[src/rtl/seq_match_pkg.sv]
// Shared types and defaults for the serial pattern-match scheduler.
package seq_match_pkg;

    typedef enum logic [1:0] {
        IDLE,
        LOAD,
        SHIFT,
        REPORT
    } state_t;

    localparam int N_REQ_DEF   = 4;
    localparam int FRAME_W_DEF = 8;
    localparam int PAT_W_DEF   = 4;
    localparam int CNT_W_DEF   = 4;
    localparam int ID_W        = 2;

    // Largest possible match count for a frame (every window position hits).
    function automatic int max_match(input int frame_w, input int pat_w);
        return frame_w - pat_w + 1;
    endfunction

endpackage

[src/rtl/rr_arbiter_n.sv]
// Combinational round-robin arbiter: first set request after ptr, with wrap.
// The wrap relies on N_REQ == 2**ID_W so the index arithmetic rolls over.
module rr_arbiter_n
    import seq_match_pkg::*;
#(
    parameter int N_REQ = N_REQ_DEF
) (
    input  logic [N_REQ-1:0] req,
    input  logic [ID_W-1:0]  ptr,
    output logic [N_REQ-1:0] grant,
    output logic [ID_W-1:0]  id,
    output logic             valid
);

    logic [ID_W-1:0] idx;

    // Scan ptr+1, ptr+2, ... and take the first requester found.
    always_comb begin
        // NOTE: every output gets a default before the search loop; without it
        // the no-request path would leave them unassigned and infer latches.
        grant = '0;
        id    = '0;
        valid = 1'b0;
        idx   = '0;
        for (int k = 1; k <= N_REQ; k++) begin
            idx = ptr + ID_W'(k);
            if (!valid && req[idx]) begin
                valid      = 1'b1;
                id         = idx;
                grant[idx] = 1'b1;
            end
        end
    end

endmodule

[src/rtl/seq_match_scheduler.sv]
// Arbitrates requesters onto one serial overlapping pattern detector and
// reports the per-frame match count.
module seq_match_scheduler
    import seq_match_pkg::*;
#(
    parameter int N_REQ   = N_REQ_DEF,
    parameter int FRAME_W = FRAME_W_DEF,
    parameter int PAT_W   = PAT_W_DEF,
    parameter int CNT_W   = CNT_W_DEF
) (
    input  logic                     clk,
    input  logic                     reset,
    input  logic [N_REQ-1:0]         req,
    input  logic [N_REQ*FRAME_W-1:0] frame_data,
    input  logic [PAT_W-1:0]         pattern,
    output logic [N_REQ-1:0]         grant,
    output logic                     busy,
    output logic                     z,
    output logic                     done,
    output logic [ID_W-1:0]          done_id,
    output logic [CNT_W-1:0]         match_count
);

    localparam int BIT_W = $clog2(FRAME_W + 1);

    state_t             state;
    logic [ID_W-1:0]    ptr;
    logic [ID_W-1:0]    id_q;
    logic [FRAME_W-1:0] shift_reg;
    logic [PAT_W-1:0]   pat_q;
    logic [PAT_W-1:0]   window;
    logic [BIT_W-1:0]   bits_seen;
    logic [CNT_W-1:0]   count;

    logic [N_REQ-1:0]   arb_grant;
    logic [ID_W-1:0]    arb_id;
    logic               arb_valid;

    logic [FRAME_W-1:0] slots [N_REQ];
    logic [PAT_W-1:0]   window_nxt;
    logic               hit;
    logic               last_bit;

    rr_arbiter_n #(.N_REQ(N_REQ)) u_arb (
        .req   (req),
        .ptr   (ptr),
        .grant (arb_grant),
        .id    (arb_id),
        .valid (arb_valid)
    );

    // Split the flat frame bus into per-requester slots.
    always_comb begin
        for (int i = 0; i < N_REQ; i++) begin
            slots[i] = frame_data[i*FRAME_W +: FRAME_W];
        end
    end

    // Next window and match decision; the bits_seen guard keeps the
    // reset-zero window from matching all-zero patterns early.
    always_comb begin
        window_nxt = {window[PAT_W-2:0], shift_reg[FRAME_W-1]};
        hit        = (window_nxt == pat_q) && (int'(bits_seen) + 1 >= PAT_W);
        last_bit   = (int'(bits_seen) == FRAME_W - 1);
    end

    // Scheduler FSM and datapath with registered outputs.
    always_ff @(posedge clk) begin
        if (!reset) begin
            state       <= IDLE;
            ptr         <= ID_W'(N_REQ - 1);
            id_q        <= '0;
            shift_reg   <= '0;
            pat_q       <= '0;
            window      <= '0;
            bits_seen   <= '0;
            count       <= '0;
            grant       <= '0;
            busy        <= 1'b0;
            z           <= 1'b0;
            done        <= 1'b0;
            done_id     <= '0;
            match_count <= '0;
        end else begin
            // NOTE: non-blocking assignments here, so every branch reads the
            // pre-edge values and the default pulse clears below are safe.
            grant <= '0;
            z     <= 1'b0;
            done  <= 1'b0;
            case (state)
                IDLE: begin
                    if (arb_valid) begin
                        id_q  <= arb_id;
                        grant <= arb_grant;
                        busy  <= 1'b1;
                        state <= LOAD;
                    end
                end
                LOAD: begin
                    shift_reg <= slots[id_q];
                    pat_q     <= pattern;
                    window    <= '0;
                    bits_seen <= '0;
                    count     <= '0;
                    ptr       <= id_q;
                    state     <= SHIFT;
                end
                SHIFT: begin
                    window    <= window_nxt;
                    shift_reg <= shift_reg << 1;
                    bits_seen <= bits_seen + BIT_W'(1);
                    z         <= hit;
                    if (hit) begin
                        count <= count + CNT_W'(1);
                    end
                    if (last_bit) begin
                        done        <= 1'b1;
                        done_id     <= id_q;
                        match_count <= count + CNT_W'(hit);
                        state       <= REPORT;
                    end
                end
                REPORT: begin
                    busy  <= 1'b0;
                    state <= IDLE;
                end
                default: state <= IDLE;
            endcase
        end
    end

endmodule
[config.mk]
export PLATFORM = sky130hd
export DESIGN_NAME = seq_match_scheduler
export DESIGN_NICKNAME = d
export VERILOG_FILES = /design/src/rtl/seq_match_pkg.sv /design/src/rtl/rr_arbiter_n.sv /design/src/rtl/seq_match_scheduler.sv
export SDC_FILE = /design/constraint.sdc
export NUM_CORES = 1
export LEC_CHECK = 0
export ABC_CLOCK_PERIOD_IN_PS = 1880
export BUFFER_PORTS_ARGS = -buffer_cell sky130_fd_sc_hd__buf_2
export CORE_UTILIZATION = 50
export CTS_BUF_LIST = sky130_fd_sc_hd__clkbuf_8
export DETAILED_ROUTE_END_ITERATION = 10
export PLACE_DENSITY = 0.78
export SLEW_MARGIN = 30
export SYNTH_ARGS = -nofsm -noshare
export SYNTH_HDL_FRONTEND = slang
export SYNTH_SLANG_ARGS = --single-unit
[constraint.sdc]
create_clock -name clk -period 1.88 [get_ports clk]
set_input_delay 0.094 -clock clk [delete_from_list [all_inputs] [get_ports clk]]
set_output_delay 0.094 -clock clk [all_outputs]
set_load 0.02 [all_outputs]
== Word-level counts from Yosys, hierarchy flattened ==
Cells that the tools add are included.
Cells by class
  reduce and logical (&&, ||, !) cells: 21
  mux-type cells: 42
  equality and inequality tests: 8
  shift-type cells: 0
  divide/modulo/power cells: 0
  order comparisons: 10
  bitwise operators: 4
  add/subtract/negate cells: 7
  multiply operators: 0
Operators with widths (number)
  4-bit two-way mux: 5
  8-bit binary-select mux with 2-bit select: 1
  8-bit two-way mux: 2
  4-bit one-hot mux with 2 select lines: 2
  8-bit one-hot mux with 2 select lines: 1
  1-bit two-way mux: 14
  2-bit by 3-bit < comparator with 1-bit output, second input constant: 4
  2-bit two-way mux: 6
  4-bit bitwise OR: 3
  2-bit AND reduction: 6
  4-bit by 1-bit adder with 4-bit output, second input constant: 2
  1-bit binary-select mux with 2-bit select: 4
  1-bit demux with 2-bit select: 4
  2-bit by 1-bit greater-or-equal comparator with 1-bit output, second input constant: 4
  1-bit logical AND: 8
  2-bit one-hot mux with 4 select lines: 1
  2-bit != test, second input constant: 3
  3-bit one-hot mux with 2 select lines: 1
  4-bit by 1-bit adder with 5-bit output, second input constant: 1
  5-bit by 3-bit greater-or-equal comparator with 1-bit output, second input constant: 1
  2-bit adder, second input constant: 2
  4-bit by 1-bit adder with 4-bit output: 1
  2-bit equality test, second input constant: 2
  4-bit equality test: 1
  10 further kinds: 13
Storage, ports and cells
  bits in latches: 0
  register bits: 42
  input bits: 42
  ROM bits: 0
  logic and storage cells: 106
  memory bits (writable): 0
  memories kept: 0
  output and inout port bits: 13

== Logic depth before layout (Yosys ltp) ==
Gate-level depths: netlist (run 1).
  word-level depth: 15
  gate-level depth with buffers: 7
  depth with buffers taken out: 7

== By module ==
A second synthesis (run 1) with hierarchy kept.
Unflattened totals
  cell total of the unflattened synthesis: 282
  area, all modules: 2514.9 sq um
Modules (own cells, without submodules)
  seq_match_scheduler: area an instance 1989.4 sq um, times used 1, sequential area each 840.8 sq um, cells an instance 214
  rr_arbiter_n: area an instance 525.5 sq um, times used 1, sequential area each 0.0 sq um, cells an instance 68

== Worst setup path before layout (run 1) ==
OpenSTA, ideal clock, no wires.
  path kind: register to register
  from: reg bits_seen[0]
  to: reg match_count[2]
  cell stages (with the launch flop): 8
  arrival time: 1.886 ns
  data required time: 1.794 ns
  buffers on the path: 0
  path slack: -0.092 ns
  library setup time: 0.086 ns
  clock period less this slack: 1.972 ns
  path through: dfxtp_1 > ha_1 > a211oi_1 > nor2_1 > ha_1 > ha_1 > xnor2_1 > a211oi_1
On the way
  word-level cells in the longest chain between the ends: 4
  elaborated cells between the ends (all ways): 6
  classes of those cells: 2 x add/sub; 1 x order compare; 1 x eq/ne; 2 x reduce/logical
RTL lines
  start, declared: line seq_match_scheduler.sv:32  | logic [BIT_W-1:0] bits_seen;
  start signal, assigned: line seq_match_scheduler.sv:111  | bits_seen <= bits_seen + BIT_W'(1);
  4-bit by 1-bit adder with 5-bit output: line seq_match_scheduler.sv:63  | hit = (window_nxt == pat_q) && (int'(bits_seen) + 1 >= PAT_W);
  5-bit by 3-bit greater-or-equal comparator with 1-bit output: line seq_match_scheduler.sv:63
  1-bit logical AND: line seq_match_scheduler.sv:63
  named net hit: line seq_match_scheduler.sv:41  | logic hit;
  4-bit by 1-bit adder with 4-bit output: line seq_match_scheduler.sv:119  | match_count <= count + CNT_W'(hit);
  end signal, assigned: line seq_match_scheduler.sv:119
  end, declared: line seq_match_scheduler.sv:21  | output logic [CNT_W-1:0] match_count
The timed path passes the listed nets, and every way through them passes these cells.
A chain may end at the register's enable or synchronous reset.

== Worst setup path after layout (run 1) ==
  from: reg ptr[0]
  to: reg grant[1]
On the way
  word-level cells in the longest chain between the ends: 14
  elaborated cells between the ends (all ways): 49
  classes of those cells: 3 x add/sub; 8 x order compare; 24 x mux; 3 x bitwise; 11 x reduce/logical
RTL lines
  start, declared: line seq_match_scheduler.sv:27  | logic [ID_W-1:0] ptr;
  start signal, assigned: line seq_match_scheduler.sv:71  | ptr <= ID_W'(N_REQ - 1);
  start signal, assigned: line seq_match_scheduler.sv:105  | ptr <= id_q;
  branches (longest 14 deep; another with 2-bit by 3-bit < comparator with 1-bit output)
  end signal, assigned: line seq_match_scheduler.sv:94  | grant <= arb_grant;
  end, declared: line seq_match_scheduler.sv:16  | output logic [N_REQ-1:0] grant,
Parallel ways; which one is timed is not known. The select of a mux whose other input is x is not followed.

==> metrics.md, run 1 <==
| Metric | Value |
|---|---|
| Pwr Total | 0.003642 W |
| Number of global-route vias before repair | 1978 |
| Cell area after synthesis | ~0.0025 mm² |
| Slowest stage delay, CP | 0.49 ns |
| Commonest cells after routing, fill and taps aside | buf_2, dfxtp_1, nor2_1 |
| Sequential share of the synthesized area | about a third |
| Pin count of the biggest net entering global routing | 29 |
| Initial antenna violation count | 0 |
| Slowest cell on the critical path | a2111oi_4 |
| Worst path cell trace | or3b_1, a2111oi_4, o21ai_1, a41oi_1 |
| Total die area | roughly 0.0052 mm² |
| RR Endpoint | grant[1] |
| Peak supply drop | ~760 µV |
| Main combinational cell family by area after synthesis | simple AND/OR/NAND/NOR gates |
| Drt first pass iters | 4 |
| Tot GR Track Use | approximately a fifth |
| # DRC | 0 |
| Sequential power share | between 30% and 40% |
| CTS tree | done |
| Sw power | 0.001420 W |
| R2R Setup Slk | approximately 0.12 ns |
| Synth warn | 0 |
| Worst Hold End | pat_q[2] |
| Comb pwr share | 49.5% |
| Hold Fails Final Rpt | 0 |
| Mean Syn Cell Area | 9.502 µm² |
| DR vias/cell | 5.531 |
| Average wire per standard cell | 13.89 µm |
| Clock Skew | 0.008867 ns |
| Routed Antenna Nets | 0 |
| P_leak | around 1.2 nW |
| Hold Crit Start | pattern[2] |
| Total wire length | between 5000 and 6000 µm |
| Number of max-cap violations | 0 |
| Post-Syn Nets | around 320 |
| Synth Area in Adders | roughly 8.6% |
| Final worst-path cycle share | 93.74% |
| Post-synth EDFFs | 0 |
| Crit Reg-Reg Startpoint | ptr[0] |
| Ant diodes | 0 |
| Setup_tns | 0 ns |
| H-tree depth | 2 |
| Clock sinks | 42 |
| Startpoint Class | flop |
| Root Driver | clkbuf_8 |
| Clk Latency, worst-skew pair | ~0.3 ns |
| Commonest non-fill, non-tap cell in the layout | buf_2 |
| Crit path arrival time | 1.98 ns |
| Fin. max-slew vios | 0 |
| Crit-path max FO | 10 |
| Status | finished clean |
| Hold Path Class | primary input to flop |
| Minimum period implied by the final worst setup slack | around 1.8 ns |
| Die height | roughly 72 µm |
| Area grow syn2layout | 22.93% |
| Peak Freq | 567.4 MHz |
| Initial Util | ~52% |
| Slew @ Worst Pin | roughly 0.55 ns |
| Total number of vias | approximately 2200 |
| Core box area | around 0.0047 mm² |
| Nets | 381 |
| Die W | between 70 and 80 µm |
| Netlist cell types | 44 |
| Multiplexer area fraction after synthesis | between 10% and 20% |
| Net Sw Frac | between 30 and 40% |
| Compound-Gate Fraction of Synth Area | roughly 15% |
| Bufs and invs on worst path | 0 |
| P_int | about 0.0022 W |
| Max reg flops | 8 |
| Post-synthesis register bit count | 42 |
| WP data required | around 2.1 ns |
| First-pass GRT wire length | between 8000 and 9000 µm |
| Finish-stage setup viols | 0 |
| Simple-gate share of the synthesized area | between 20% and 30% |
| # fillers | about 420 |
| Rows | 25 |
| Clk pwr share | 16.7% |
| Reg2Reg Depth | 4 |
| Ports | 55 |
| Xor-xnor portion of the synthesized cell area | about 2.1% |
| HPWL after DPL | 3973 µm |
| Cells after Synth | approximately 260 |
| Buffers on Ports | 54 |
| Cell Pwr Density | 1204 mW/mm² |
| Predominant post-synthesis flop cell | dfxtp_1 |
| Routability Congestion | roughly 0.96 |
| CP endpoint kind | flop |
| CTS Hold Bufs | 0 |
| GR Overflow Total | 0 |
| Longest Clk Path Bufs | 2 |
| Clk slew on worst S/H paths | approximately 0.08 ns |
| Critical path's top delay family | compound AO/OA/AOI/OAI gates |
| Layout cell share with drive strength beyond 1 | 30.65% |
| CTS buffer count | 5 |
| DRT iter0 DRCs | roughly 110 |
| Kind of critical path | flop to flop |
| Asr flop ratio synth | 0% |
| RSZ-0062 raised after global routing | no |
| Slew headroom | 63.08% |
| Worst Hold Depth | 3 |
-- worst min-delay path, cell delays in order --
cell and delay (ns):
buf_2 0.07, mux2i_1 0.05, nor2_1 0.08
-- through the flow --
step	hold slack, ns	std cells	setup WS [ns]	instance area [µm²]	util (%)
global placement	0.3352	380	0.1260	2873	60.82
finish	0.04350	390	0.1177	3025	64.05
detailed placement	0.3516	380	0.07769	2873	60.82
CTS	0.04028	388	0.04701	2968	62.83
global route	0.04480	390	0.01251	3025	64.05
floorplan	0.2414	259	0.03288	2475	-
-- cell usage after synthesis, types with 2 or more instances --
library cell	instances	area, µm²
mux4_2	11	247.7
o21a_1	3	22.52
inv_1	6	22.52
o21ai_0	2	10.01
nor2_1	26	97.59
nand2_1	25	93.84
a211oi_1	5	37.54
a21oi_1	8	40.04
mux2i_1	12	120.1
a21boi_0	2	15.01
o21ai_1	5	25.02
nand3b_1	12	90.09
o211ai_1	2	15.01
ha_1	17	212.7
nor3_1	4	20.02
clkbuf_1	11	41.29
buf_2	2	10.01
a311oi_1	7	61.31
a2111oi_4	2	55.05
nor4_1	4	25.02
nand2b_1	7	43.79
dfxtp_1	42	840.8
nor2b_1	2	12.51
nand3_1	12	60.06
xnor2_1	5	43.79
a41oi_1	4	35.03
or3b_1	2	17.52
nand4_1	3	18.77
-- worst max path at each step --
stage / startpoint / end / slack [ns] / depth (start not counted)
3_5_place_dp: ptr[0] / id_q[0] / 0.08 / 6
2_1_floorplan: ptr[0] / grant[2] / 0.03 / 7
5_1_grt: ptr[0] / grant[3] / 0.01 / 5
6_report: ptr[0] / grant[1] / 0.12 / 4
3_3_place_gp: ptr[0] / id_q[0] / 0.13 / 6
4_1_cts: ptr[0] / id_q[0] / 0.05 / 6
-- power groups by stage --
stage / combinational (W) / clock [W] / sequential [W]
2_1_floorplan: 0.00124 / 0 / 0.00123
3_3_place_gp: 0.00167 / 0 / 0.00123
3_5_place_dp: 0.00171 / 0 / 0.00124
4_1_cts: 0.00172 / 0.000628 / 0.00122
5_1_grt: 0.00198 / 0.000663 / 0.00125
6_report: 0.00180 / 0.000609 / 0.00123
-- per-layer routing --
layer	vias to the layer above	GRT usage, %	wire, µm	share of wire (%)
li1	1090	-	-	-
met1	1025	26.56	2444	45
met2	38	37.38	2757	51
met3	4	4.306	165	3.0
met4	0	5.664	50	0.92
met5	-	0	0	0
-- kinds of logic after synthesis --
logic type	Yosys count
simple gates	101
compound gates	47
flops	42
mux	24
buf+inv	22
fa+ha+maj	17
xor+xnor	6
-- layout make-up --
class                   count  area [µm²]  area share, %
repair buffers             70       390.4          12.90
flip-flops and latches     42       845.8          27.96
well taps                  67       83.83          2.771
inverters                   7       26.28         0.8685
clock inverters             2       12.51         0.4136
clock buffers               6       82.58          2.730
multi-input cells         196        1584          52.36
-- repair_timing --
action,CTS,global route
resized for setup,0,4
endpoints found under the setup margin,0,8
setup buffers,0,1
Power figures use the tool's default switching activity.
==> run 2: changes to the inputs <==
--- a/config.mk
+++ b/config.mk
@@ -5,12 +5,13 @@
 export SDC_FILE = /design/constraint.sdc
 export NUM_CORES = 1
 export LEC_CHECK = 0
+export ABC_AREA = 1
 export ABC_CLOCK_PERIOD_IN_PS = 1880
 export BUFFER_PORTS_ARGS = -buffer_cell sky130_fd_sc_hd__buf_2
 export CORE_UTILIZATION = 50
 export CTS_BUF_LIST = sky130_fd_sc_hd__clkbuf_8
 export DETAILED_ROUTE_END_ITERATION = 10
-export PLACE_DENSITY = 0.78
+export PLACE_DENSITY = 0.77
 export SLEW_MARGIN = 30
 export SYNTH_ARGS = -nofsm -noshare
 export SYNTH_HDL_FRONTEND = slang
==> run 2 against run 1 <==
  * Cell count increased by 25%
  * Worst hold slack got worse by 0.014 ns
  * Combinational power up 18%
  * Die area rose by 3.4%
  * Critical path depth increased by 7
  * Synthesized cell count grew 39%
  * Total power is 6.7% higher
  * Count of clock-buffer cells in the layout decreased by 1
  * Clock skew shrank 0.0048 ns
  * Wire length rose by 2.0%
  * Largest power group unchanged
==> metrics.md, run 2 <==
| Metric | Value |
|---|---|
| First-pass GRT wire length | 9418 µm (+7.2%) |
| Clock sinks | 42 (unchanged) |
| H-tree depth | 2 (unchanged) |
| CP endpoint kind | flop |
| Asr flop ratio synth | 0% (unchanged) |
| Mean Syn Cell Area | 7.053 µm² (-26%) |
| CTS tree | done |
| CTS Hold Bufs | 0 (unchanged) |
| Crit Reg-Reg Startpoint | bits_seen[0] |
| DR vias/cell | 5.082 (-8.1%) |
| CP Launch Point | bits_seen[0] |
| P_leak | 1.454 nW (+19%) |
| Slew headroom | 61.46% (-1.6 points) |
| Cell Pwr Density | 1303 mW/mm² (+8.2%) |
| Longest Clk Path Bufs | 2 (unchanged) |
| Synth area leader | dfxtp_1 |
| Initial Util | 52.86% (+0.75 points) |
| Crit-path max FO | 4 (-6) |
| Setup_tns | 0 ns (unchanged) |
| Ant diodes | 0 (unchanged) |
| Pin count of the biggest net entering global routing | 20 (-31%) |
| Peak supply drop | 584.5 µV (-23%) |
| Rows | 25 (unchanged) |
| Top Layer Used | met4 |
| # DRC | 0 (unchanged) |
| Routability Congestion | 0.8209 (-15%) |
| Max reg flops | 8 (unchanged) |
| HPWL after DPL | 4127 µm (+3.9%) |
| Metal3 WL | 246 µm (+49%) |
| Ranking of synthesized cells by area | dfxtp_1, nand2_1, ha_1, nor2_1, o21ai_0 |
| Drt first pass iters | 4 (unchanged) |
| Most frequent cell after synthesis | nand2_1 |
| Final worst-path cycle share | 91.13% (-2.6 points) |
| CTS buffer count | 5 (unchanged) |
| Minimum period implied by the final worst setup slack | 1.713 ns (-0.04902 ns) |
| Worst path cell trace | ha_1, nand2_1, nand2_1, nand3_1, nor2_1, nand2_1, inv_1, ha_1, ha_1, xnor2_1, a21oi_1 |
| Total die area | 0.005382 mm² (+3.4%) |
| Slowest cell on the critical path | dfxtp_1 |
| Bufs and invs on worst path | 1 (+1) |
| Average wire per standard cell | 11.34 µm (-18%) |
| DRT iter0 DRCs | 168 (+57%) |
| RSZ-0062 raised after global routing | no |
| Post-synth EDFFs | 0 (unchanged) |
| GR Overflow Total | 0 (unchanged) |
| Hold Path Class | primary input to flop |
| Routed Antenna Nets | 0 (unchanged) |
| Initial antenna violation count | 0 (unchanged) |
| Post-synthesis register bit count | 42 (unchanged) |
| Hold Crit Start | pattern[0] |
| Root Driver | clkbuf_8 |
| Core box area | 0.004817 mm² (+2.0%) |
| Peak Freq | 583.7 MHz (+2.9%) |
| Number of max-cap violations | 0 (unchanged) |
| Ports | 55 (unchanged) |
| Status | finished clean |
| Fin. max-slew vios | 0 (unchanged) |
| Synth warn | 0 (unchanged) |
| Slew @ Worst Pin | 0.5745 ns (+0.02584 ns) |
| M1 wire length | 2627 µm (+7.5%) |
| Predominant post-synthesis flop cell | dfxtp_1 |
| Netlist cell types | 33 (-25%) |
| Total wire length | 5523 µm (+2.0%) |
| Post-Syn Nets | 420 (+32%) |
| Met2 wire length | 2587 µm (-6.2%) |
| Commonest cells after routing, fill and taps aside | nand2_1, buf_2, nor2_1 |
| Buffers on Ports | 54 (unchanged) |
| Final core utilization | 61.90% (-2.2 points) |
| Cell area after synthesis | 0.002546 mm² (+3.5%) |
| Layout cell share with drive strength beyond 1 | 23.10% (-7.6 points) |
| Number of global-route vias before repair | 2211 (+12%) |
| Commonest non-fill, non-tap cell in the layout | nand2_1 |
| Yosys top cell area share | 33.02% (-1.1 points) |
| Nets | 479 (+26%) |
| WP data required | 2.05 ns (-0.04 ns) |
| Kind of critical path | flop to flop |
| Slowest stage delay, CP | 0.39 ns (-0.10 ns) |
| Critical path's top delay family | adder cells |
| Sequential share of the synthesized area | 33.02% (-1.1 points) |
| Total number of vias | 2475 (+15%) |
| Postcts setup bufs | 0 (unchanged) |
| Cells after Synth | 361 (+39%) |
| Tot GR Track Use | 22.18% (+0.89 points) |
| Startpoint Class | flop |
| Crit path arrival time | 1.88 ns (-0.10 ns) |
| Clock Skew | 0.004107 ns (-0.004760 ns) |
| Clk slew on worst S/H paths | 0.08 ns (about the same) |
| Post-synth top cells | nand2_1, nor2_1, dfxtp_1, inv_1, o21ai_0 |
| Finish-stage setup viols | 0 (unchanged) |
| Cts repair resizes | 0 (unchanged) |
| Die W | 73.36 µm (+1.7%) |
| Area grow syn2layout | 17.10% |
| Die height | 73.36 µm (+1.7%) |
| Hold Fails Final Rpt | 0 (unchanged) |
| Clk Latency, worst-skew pair | 0.29 ns (about the same) |
## run 2: cell types whose count changed after synthesis, sizes merged, moves of 13 or more
cell,before,now
nand2,25,73
nand3,12,26
a21oi,8,26
o21ai,7,34
o22ai,0,13
nor2,26,57
inv,7,37
## run 2: metrics by stage
step	std cells	hold WS (ns)	instance area (µm²)	power (W)	setup WS, ns
finish	487	0.02951	2982	0.003885	0.1667
global route	487	0.05866	2982	0.004227	0.008160
CTS	487	0.02388	2982	0.003888	0.1463
detailed placement	480	0.3301	2903	0.003339	0.1639
global placement	480	0.3140	2903	0.003279	0.2146
floorplan	361	0.2289	2546	0.002846	0.2542
## run 2: path summary, 6_finish.rpt
kind / end / slack (ns) / depth (start not counted)
worst min register to register: shift_reg[0] / 0.47 / 2
worst min-delay path: pat_q[0] / 0.03 / 3
worst max-delay path: match_count[2] / 0.17 / 11
worst max register to register: match_count[2] / 0.17 / 11
## run 2: logic make-up after synthesis
family	after synthesis	share of synthesized area [%]
buffers and inverters	50	8.600
AND/OR/NAND/NOR	170	31.79
AO/OA/AOI/OAI	75	15.82
flip-flops	42	33.02
XOR/XNOR	7	2.408
adder cells (fa/ha/maj)	17	8.354
## run 2: per-layer routing
| layer | global-route usage, % | vias to the layer above |
|---|---|---|
| li1 | - | 1296 |
| met1 | 27.82 | 1097 |
| met2 | 37.96 | 76 |
| met3 | 4.252 | 6 |
| met4 | 7.692 | 0 |
| met5 | 0 | - |
## run 2: cell type report
cell class	instances	area (µm²)
multi-input combinational	269	1486
sequential	42	840.8
inverter	39	153.9
fill	446	1836
timing repair buffer	63	337.8
tap	67	83.83
clock buffer	5	68.82
clock inverter	2	10.01
## run 2: report_power, final
| group | internal, W | leakage [nW] | switching [W] |
|---|---|---|---|
| Clock | 0.000249 | 0.0438 | 0.000298 |
| Sequential | 0.00109 | 0.342 | 0.000123 |
| Combinational | 0.000749 | 1.07 | 0.00138 |
| Total | 0.00209 | 1.45 | 0.00180 |
## run 2: worst reg2reg max path, delay by kind of cell (launching register included)
kind,cells,cell delay [ns]
buffers and inverters,1,0.06
AND/OR/NAND/NOR,5,0.38
flip-flops,1,0.39
AO/OA/AOI/OAI,1,0.08
XOR/XNOR,1,0.12
adder cells (fa/ha/maj),3,0.55
